[src/rtl/teclado_pkg.sv]
// Shared definitions for the PS/2 keyboard path: scan codes, key indices,
// decoder state type and frame length.
package teclado_pkg;

  // PS/2 frame: start, 8 data bits, odd parity, stop.
  localparam int unsigned FRAME_LEN = 11;

  // Prefix codes.
  localparam logic [7:0] SC_BREAK = 8'hF0;
  localparam logic [7:0] SC_EXT   = 8'hE0;

  // Normal (set 2) direction codes.
  localparam logic [7:0] SC_ARRIBA = 8'h1D;
  localparam logic [7:0] SC_ABAJO  = 8'h1B;
  localparam logic [7:0] SC_IZQ    = 8'h1C;
  localparam logic [7:0] SC_DER    = 8'h23;

  // Extended (E0-prefixed) direction codes: the arrow keys.
  localparam logic [7:0] SC_EXT_ARRIBA = 8'h75;
  localparam logic [7:0] SC_EXT_ABAJO  = 8'h72;
  localparam logic [7:0] SC_EXT_IZQ    = 8'h6B;
  localparam logic [7:0] SC_EXT_DER    = 8'h74;

  // Bit positions of the held key levels.
  localparam int unsigned KEY_ARRIBA = 0;
  localparam int unsigned KEY_ABAJO  = 1;
  localparam int unsigned KEY_IZQ    = 2;
  localparam int unsigned KEY_DER    = 3;

  typedef enum logic [1:0] {
    StIdle,
    StBrk,
    StExt,
    StExtBrk
  } dec_state_e;

  // One-hot key mask for a scan code; zero if the code is not a direction key.
  function automatic logic [3:0] key_mask(input logic [7:0] code, input logic ext);
    logic [3:0] m;
    m = '0;
    if (ext) begin
      case (code)
        SC_EXT_ARRIBA: m[KEY_ARRIBA] = 1'b1;
        SC_EXT_ABAJO:  m[KEY_ABAJO]  = 1'b1;
        SC_EXT_IZQ:    m[KEY_IZQ]    = 1'b1;
        SC_EXT_DER:    m[KEY_DER]    = 1'b1;
        default:       m = '0;
      endcase
    end else begin
      case (code)
        SC_ARRIBA: m[KEY_ARRIBA] = 1'b1;
        SC_ABAJO:  m[KEY_ABAJO]  = 1'b1;
        SC_IZQ:    m[KEY_IZQ]    = 1'b1;
        SC_DER:    m[KEY_DER]    = 1'b1;
        default:   m = '0;
      endcase
    end
    return m;
  endfunction

endpackage

[src/rtl/teclado_ctrl_frame_rx.sv]
// PS/2 frame receiver: synchronisers, falling-edge detect, shift register,
// bit counter, inactivity watchdog and frame checks.
// Optional: TECLADO_PARITY_CHECK_EN enables the odd-parity check on bit 9.
module ps2_frame_rx
  import teclado_pkg::*;
#(
  parameter int unsigned TIMEOUT_CYC = 50000
) (
  input  logic       clk,
  input  logic       rst,
  input  logic       ps2_clk,
  input  logic       ps2_dat,
  output logic [7:0] rx_byte,
  output logic       rx_valid,
  output logic       rx_err
);

  localparam int unsigned    WdW     = (TIMEOUT_CYC > 1) ? $clog2(TIMEOUT_CYC) : 1;
  localparam logic [WdW-1:0] WdLast  = WdW'(TIMEOUT_CYC - 1);
  localparam logic [3:0]     BitLast = 4'(FRAME_LEN - 1);

  logic clk_s1_q, clk_s2_q, clk_hist_q;
  logic dat_s1_q, dat_s2_q;
  logic fall;

  logic [3:0]           bit_cnt_q, bit_cnt_d;
  logic [FRAME_LEN-2:0] shift_q, shift_d;
  logic [WdW-1:0]       wd_q, wd_d;
  logic [7:0]           byte_q, byte_d;
  logic                 valid_q, valid_d;
  logic                 err_q, err_d;

  logic [FRAME_LEN-1:0] frame;
  logic                 frame_ok;

  // Synchronisers reset to 1 so an idle bus never looks like a fall.
  always_ff @(posedge clk) begin
    if (rst) begin
      clk_s1_q   <= 1'b1;
      clk_s2_q   <= 1'b1;
      clk_hist_q <= 1'b1;
      dat_s1_q   <= 1'b1;
      dat_s2_q   <= 1'b1;
    end else begin
      clk_s1_q   <= ps2_clk;
      clk_s2_q   <= clk_s1_q;
      clk_hist_q <= clk_s2_q;
      dat_s1_q   <= ps2_dat;
      dat_s2_q   <= dat_s1_q;
    end
  end

  assign fall = clk_hist_q & ~clk_s2_q;

  // Frame as it looks once the bit being sampled now is shifted in (LSB first).
  assign frame = {dat_s2_q, shift_q};

  // Start must be 0, stop must be 1; parity only when the check is built in.
  always_comb begin
    frame_ok = (frame[0] == 1'b0) && (frame[FRAME_LEN-1] == 1'b1);
`ifdef TECLADO_PARITY_CHECK_EN
    frame_ok = frame_ok && (^frame[9:1]);
`endif
  end

  // Receiver next state: shifting, frame completion and watchdog expiry.
  always_comb begin
    bit_cnt_d = bit_cnt_q;
    shift_d   = shift_q;
    wd_d      = wd_q;
    byte_d    = byte_q;
    valid_d   = 1'b0;
    err_d     = 1'b0;
    if (fall) begin
      // A fall always beats a coincident timeout.
      shift_d = frame[FRAME_LEN-1:1];
      wd_d    = '0;
      if (bit_cnt_q == BitLast) begin
        bit_cnt_d = '0;
        if (frame_ok) begin
          byte_d  = frame[8:1];
          valid_d = 1'b1;
        end else begin
          err_d = 1'b1;
        end
      end else begin
        bit_cnt_d = bit_cnt_q + 4'd1;
      end
    end else if (bit_cnt_q != '0) begin
      if (wd_q == WdLast) begin
        bit_cnt_d = '0;
        wd_d      = '0;
        err_d     = 1'b1;
      end else begin
        wd_d = wd_q + 1'b1;
      end
    end
  end

  // Receiver state and registered strobes.
  always_ff @(posedge clk) begin
    if (rst) begin
      bit_cnt_q <= '0;
      shift_q   <= '0;
      wd_q      <= '0;
      byte_q    <= '0;
      valid_q   <= 1'b0;
      err_q     <= 1'b0;
    end else begin
      bit_cnt_q <= bit_cnt_d;
      shift_q   <= shift_d;
      wd_q      <= wd_d;
      byte_q    <= byte_d;
      valid_q   <= valid_d;
      err_q     <= err_d;
    end
  end

  assign rx_byte  = byte_q;
  assign rx_valid = valid_q;
  assign rx_err   = err_q;

endmodule

[src/rtl/teclado_ctrl.sv]
// PS/2 keyboard sequencing controller: receives frames and decodes
// make/break/extended sequences into four held direction levels.
// Optional: TECLADO_PARITY_CHECK_EN (handled in the frame receiver).
module teclado_ctrl
  import teclado_pkg::*;
#(
  parameter int unsigned TIMEOUT_CYC = 50000
) (
  input  logic       Clock,
  input  logic       Reset,
  input  logic       ClockT,
  input  logic       DataT,
  output logic [7:0] ScanCode,
  output logic       ScanValid,
  output logic       FrameErr,
  output logic       mArriba,
  output logic       mAbajo,
  output logic       mIzq,
  output logic       mDer
);

  logic [7:0] rx_byte;
  logic       rx_valid;
  logic       rx_err;

  dec_state_e state_q, state_d;
  logic [3:0] keys_q, keys_d;

  ps2_frame_rx #(
    .TIMEOUT_CYC(TIMEOUT_CYC)
  ) u_rx (
    .clk     (Clock),
    .rst     (Reset),
    .ps2_clk (ClockT),
    .ps2_dat (DataT),
    .rx_byte (rx_byte),
    .rx_valid(rx_valid),
    .rx_err  (rx_err)
  );

  // Decoder state and key level registers.
  always_ff @(posedge Clock) begin
    if (Reset) begin
      state_q <= StIdle;
      keys_q  <= '0;
    end else begin
      state_q <= state_d;
      keys_q  <= keys_d;
    end
  end

  // Decoder next state; any frame error drops a pending prefix.
  always_comb begin
    state_d = state_q;
    if (rx_err) begin
      state_d = StIdle;
    end else if (rx_valid) begin
      unique case (state_q)
        StIdle: begin
          if (rx_byte == SC_BREAK) begin
            state_d = StBrk;
          end else if (rx_byte == SC_EXT) begin
            state_d = StExt;
          end
        end
        StBrk:    state_d = StIdle;
        StExt:    state_d = (rx_byte == SC_BREAK) ? StExtBrk : StIdle;
        StExtBrk: state_d = StIdle;
      endcase
    end
  end

  // Key updates: make sets, break clears; levels survive frame errors.
  always_comb begin
    keys_d = keys_q;
    if (rx_valid) begin
      unique case (state_q)
        StIdle:   keys_d = keys_q | key_mask(rx_byte, 1'b0);
        StBrk:    keys_d = keys_q & ~key_mask(rx_byte, 1'b0);
        StExt:    keys_d = keys_q | key_mask(rx_byte, 1'b1);
        StExtBrk: keys_d = keys_q & ~key_mask(rx_byte, 1'b1);
      endcase
    end
  end

  assign ScanCode  = rx_byte;
  assign ScanValid = rx_valid;
  assign FrameErr  = rx_err;
  assign mArriba   = keys_q[KEY_ARRIBA];
  assign mAbajo    = keys_q[KEY_ABAJO];
  assign mIzq      = keys_q[KEY_IZQ];
  assign mDer      = keys_q[KEY_DER];

endmodule

[config.mk]
export PLATFORM = sky130hd
export DESIGN_NAME = teclado_ctrl
export DESIGN_NICKNAME = d
export VERILOG_FILES = /design/src/rtl/teclado_pkg.sv /design/src/rtl/teclado_ctrl_frame_rx.sv /design/src/rtl/teclado_ctrl.sv
export SDC_FILE = /design/constraint.sdc
export NUM_CORES = 1
export LEC_CHECK = 0
export CAP_MARGIN = 10
export CORE_UTILIZATION = 57
export CTS_BUF_LIST = sky130_fd_sc_hd__clkbuf_16
export DETAILED_ROUTE_END_ITERATION = 6
export PLACE_DENSITY = 0.78
export SLEW_MARGIN = 20
export SYNTH_ARGS = -nofsm -noshare
export SYNTH_HDL_FRONTEND = slang
export SYNTH_SLANG_ARGS = --single-unit
[constraint.sdc]
create_clock -name Clock -period 2.72 [get_ports Clock]
set_input_delay 0.544 -clock Clock [delete_from_list [all_inputs] [get_ports Clock]]
set_output_delay 0.544 -clock Clock [all_outputs]
set_load 0.03 [all_outputs]
Word-level counts from Yosys, hierarchy flattened
Index checks and enable logic that the tools add are counted.
{ "op_classes": {"reduce_logical": 12, "addsub": 2, "n_eq_ne": 16, "n_bitwise": 11, "muxes": 32} }
{ "ops": {"columns": ["cell", "count"], "rows": [
  ["$mux W4", 12],
  ["$eq A8 B7 Y1 const B", 4],
  ["$eq A8 B5 Y1 const B", 3],
  ["$add A16 B1 Y16 const B", 1],
  ["$eq A16 B16 Y1 const B", 1],
  ["$eq A8 B8 Y1 const B", 2],
  ["$mux W16", 1],
  ["$pmux W4 S4", 1],
  ["$mux W1", 14],
  ["$and A4 B4 Y4", 2],
  ["$eq A8 B6 Y1 const B", 1],
  ["$not A4 Y4", 2],
  ["$or A4 B4 Y4", 2],
  ["$mux W2", 3],
  ["$pmux W2 S3", 1],
  ["$reduce_or A2 Y1", 3],
  ["$add A4 B1 Y4 const B", 1],
  ["$eq A2 B2 Y1 const B", 2],
  ["$eq A4 B4 Y1 const B", 1],
  ["$not A1 Y1", 4],
  ["$reduce_and A2 Y1", 2],
  ["$reduce_bool A2 Y1", 2],
  ["$reduce_bool A4 Y1", 1],
  ["$ne A3 B3 Y1 const B", 1],
  ["6 further kinds", 6]
]} }
{ "totals": {"elab_cells": 86, "output_inout_bits": 14, "ff_bits": 51, "input_bits": 4} }

Longest topological paths before layout
{ "logic_depth": {"depth_word": 7, "ltp_mapped": 9, "depth_no_buf": 6} }

Hierarchy
Synthesis repeated with hierarchy kept, for this count alone.
{ "hier_totals": {"cells_unflattened": 251, "hier_area_um2": 2303.5} }
{ "by_module_without_submodules": {"columns": ["module", "seq_area_each_um2", "area_per_inst_um2", "cells_each", "instances"], "rows": [
  ["ps2_frame_rx", 900.9, 1870.5, 203, 1],
  ["teclado_ctrl", 120.1, 432.9, 48, 1]
]} }

Least setup slack after synthesis
Ideal clock, no wire load.
{ "synth_path": {"path_kind": "register -> register", "startpoint": "register u_rx.bit_cnt_q[0]", "endpoint": "register u_rx.wd_q[13]", "setup_ps": 70, "n_path_buf": 1, "setup_slack_ps": 766, "required_time_ps": 2650, "path_stages_with_launch": 8, "arrival_ps": 1884, "period_less_slack_ps": 1954, "cell_sequence": "dfxtp_1 inv_1 ha_1 nor3b_1 or4b_1 buf_2 or4_1 a21oi_1"} }
{ "synth_via": {"elab_chain_cells": 1} }
{ "synth_lines": {"columns": ["element", "line_no", "source"], "rows": [
  ["from (decl)", "teclado_ctrl_frame_rx.sv:26", "logic [3:0] bit_cnt_q, bit_cnt_d;"],
  ["from (signal assigned)", "teclado_ctrl_frame_rx.sv:110", "bit_cnt_q <= bit_cnt_d;"],
  ["$reduce_bool A4 Y1", "teclado_ctrl_frame_rx.sv:89", "end else if (bit_cnt_q != '0) begin"],
  ["to (signal assigned)", "teclado_ctrl_frame_rx.sv:112", "wd_q <= wd_d;"],
  ["to (decl)", "teclado_ctrl_frame_rx.sv:28", "logic [WdW-1:0] wd_q, wd_d;"]
]} }
No other way between the ends.
A chain may end at the register's enable or synchronous reset.

Worst setup path after layout
Same ends and word-level chain as after synthesis.

==> out/results.ini <==
[status]
outcome=finished clean

[synth]
muxShareOfSynthArea_pct=5.84
ys_ff_latch=51
netlist-cell-type-count=40
synth_warnings=0
synth_edf_count=0
synth_area_mm2=0.00223
avgSynthCellArea_um2=8.94
yosys.area_share.simple_pct=29.2
ys_seq_area_share_pct=45.8
synth.largest_area_cell=dfxtp_1
ys_top_cells_by_count=dfxtp_1, nand2_1, nor2_1
yosysMostFrequentCell=dfxtp_1
synth_compound_area_share_pct=9.38
synth_fa_ha_area_share_pct=2.25
synth_top_family_by_area=simple AND/OR/NAND/NOR gates
synth_xor_area_share_pct=3.93
yosysTopAreaCellShare_pct=45.8
synth_cells=249
synth.area.top_cells=dfxtp_1, mux2i_1, nand2_1
syn-num-nets=257
synth_ff_type=dfxtp_1
async_flop_share_pct=0

[global_route]
grt_pass1_vias=1669
grtUsageTotal_pct=24.1
grt_max_degree=29
antenna_found_initial=0
grt_pass1_wl_um=7800
overflow=0

[setup_path]
crit_path_max_fanout=8
ff2ff_setup_slack_ps=560
required_ps=2930
worstPathArrival_ps=2380
crit_chain=inv_1 -> ha_1 -> nor3b_1 -> or4b_1 -> or4_1 -> a21oi_1
critPathMaxStageDelay_ps=650
end_kind=flip-flop
crit_path_top_delay_cell=or4b_1
cp-start-kind=flip-flop
crit_type=flip-flop to flip-flop

[sta]
fin_worst_skew_ps=3.13
min_period_over_period_pct=79.5
slew_viol_final=0
timing.fmax_mhz=463
rsz0062_at_grt=no
min_period_ps=2160
setup_violations=0
hold_viol_final=0
worstMarginPinSlew_ps=609
setup_tns_ps=0
relSlewSlack_pct=59.2

[cells_and_area]
syn_to_final_growth_pct=15.7
fin_util_pct=69.4
drive_gt1_share_pct=7.55
antenna_cells=0
fin_area_mm2=0.00258
nets=272
n_fill_cell=292

[clock_tree]
clk_pin_slew_ps=70
cts-resized-gates=0
tritoncts=done
cts_max_level=2
cts_hold_buf=0
post_cts_buffers=0
cts_made_buffers=5
clk_path_buf_depth=2
cts.sinks=51
cts_root_buf=clkbuf_16
clock_latency_ps=290

[floorplanning]
start_util_pct=59.9
die_y_um=64.5
io_pins=18
core_mm2=0.00372
die_w_um=64.5
row_count=22
dieArea_mm2=0.00416

[routing]
first_pass_iters=4
ant_nets=0
drt_iter0_markers=207
avgViaCountPerCell=5.77
drc=0
drt_wl_total_um=4430
vias=1805
wl_per_cell_um=14.2

[pwr]
p_leak_uw=0.000885
powerDensity_mw_per_mm2=550
vdd_ir_drop_max_mv=0.435

[place]
dp_hpwl_um=2900
globalplace.congestion=0.768
postPlaceCellArea_mm2=0.00243
io_buffers=17

[flow_run]
cap_violations=0

[worst_hold_path]
hp-class=flip-flop to flip-flop

## sequential cells by signal, indices dropped and copies added (netlist names), 2 cells and up
signal,cells
u_rx.shift_q,10
u_rx.rx_byte,8
u_rx.bit_cnt_q,4
u_rx.wd_q,16
keys_q,4
state_q,2
## cell families (layout without fill, tap and decap cells)
logic type,after synthesis,in the layout
and+or+nand+nor,116,116
AOI/OAI and AO/OA,36,36
buffers and inverters,19,35
xor gates and xnor gates,10,10
muxes,13,13
DFF,51,51
adders and majority gates,4,4
## area by class of cell
cell class                      instances  area [um2]  area share [%]
Tap cell                               48        60.1            2.33
Clock inverter                          3        25.0           0.971
Timing Repair Buffer                   20         193            7.48
Inverter                                7        26.3            1.02
Sequential cell                        51        1020            39.6
Clock buffer                            5         125            4.85
Multi-Input combinational cell        179        1130            43.7
## metrics by stage
stage | hold slack [ps] | total power, uW | setup slack (ps) | instances
global placement | 392 | 817 | 694 | 305
CTS | 424 | 1440 | 562 | 313
finish | 419 | 1420 | 558 | 313
floorplan | 389 | 806 | 766 | 249
global route | 445 | 1470 | 401 | 313
detailed placement | 405 | 818 | 603 | 305
## path summary, 6_finish.rpt
kind                           from            end  cells after the start
setup / recovery  u_rx.bit_cnt_q[0]  u_rx.wd_q[13]                      6
hold / removal        u_rx.dat_s1_q  u_rx.dat_s2_q                      1
setup reg to reg  u_rx.bit_cnt_q[0]  u_rx.wd_q[13]                      6
hold reg to reg       u_rx.dat_s1_q  u_rx.dat_s2_q                      1
## placed cells by master (no fill, tap or decap), types with 2 or more instances in the layout
cell	netlist	final
a21oi_1	18	18
a31oi_1	2	2
and4b_1	2	2
buf_4	1	3
clkbuf_16	0	5
clkdlybuf4s50_1	0	17
clkinv_4	0	2
dfxtp_1	51	51
ha_1	4	4
inv_1	7	7
mux2i_1	13	13
nand2_1	31	31
nand2b_1	5	5
nand3_1	8	8
nand4_1	3	3
nand4b_1	3	3
nor2_1	20	20
nor2b_1	4	4
nor3_1	5	5
nor3b_1	5	5
nor4_1	4	4
nor4b_1	4	4
nor4bb_1	5	5
o21ai_0	8	8
o31ai_1	2	2
o32ai_1	2	2
or2_2	6	6
or3_1	3	3
or4_1	2	2
xnor2_1	9	9
## per-layer routing
metal | vias up | wire length (um) | GRT usage (%)
li1 | 907 | - | -
met3 | 6 | 167 | 6.87
met5 | - | 0 | 0
met2 | 38 | 2100 | 39.1
met4 | 0 | 55 | 7.22
met1 | 854 | 2110 | 30.9
## report_power, final
part           leakage [uW]  switching [uW]  internal (uW)  total (uW)
clock network     0.0000700             273            344         617
registers          0.000412            3.91            753         757
logic              0.000403            27.9           17.1        44.9
total              0.000885             305           1110        1420
## worst max-delay path, delay by kind of cell (launching register included)
kind,cells,cell delay [ps]
buffers and inverters,1,100
and+or+nand+nor,3,1260
adders and majority gates,1,220
AOI/OAI and AO/OA,1,160
DFF,1,360
(Power assumes the default switching activity.)
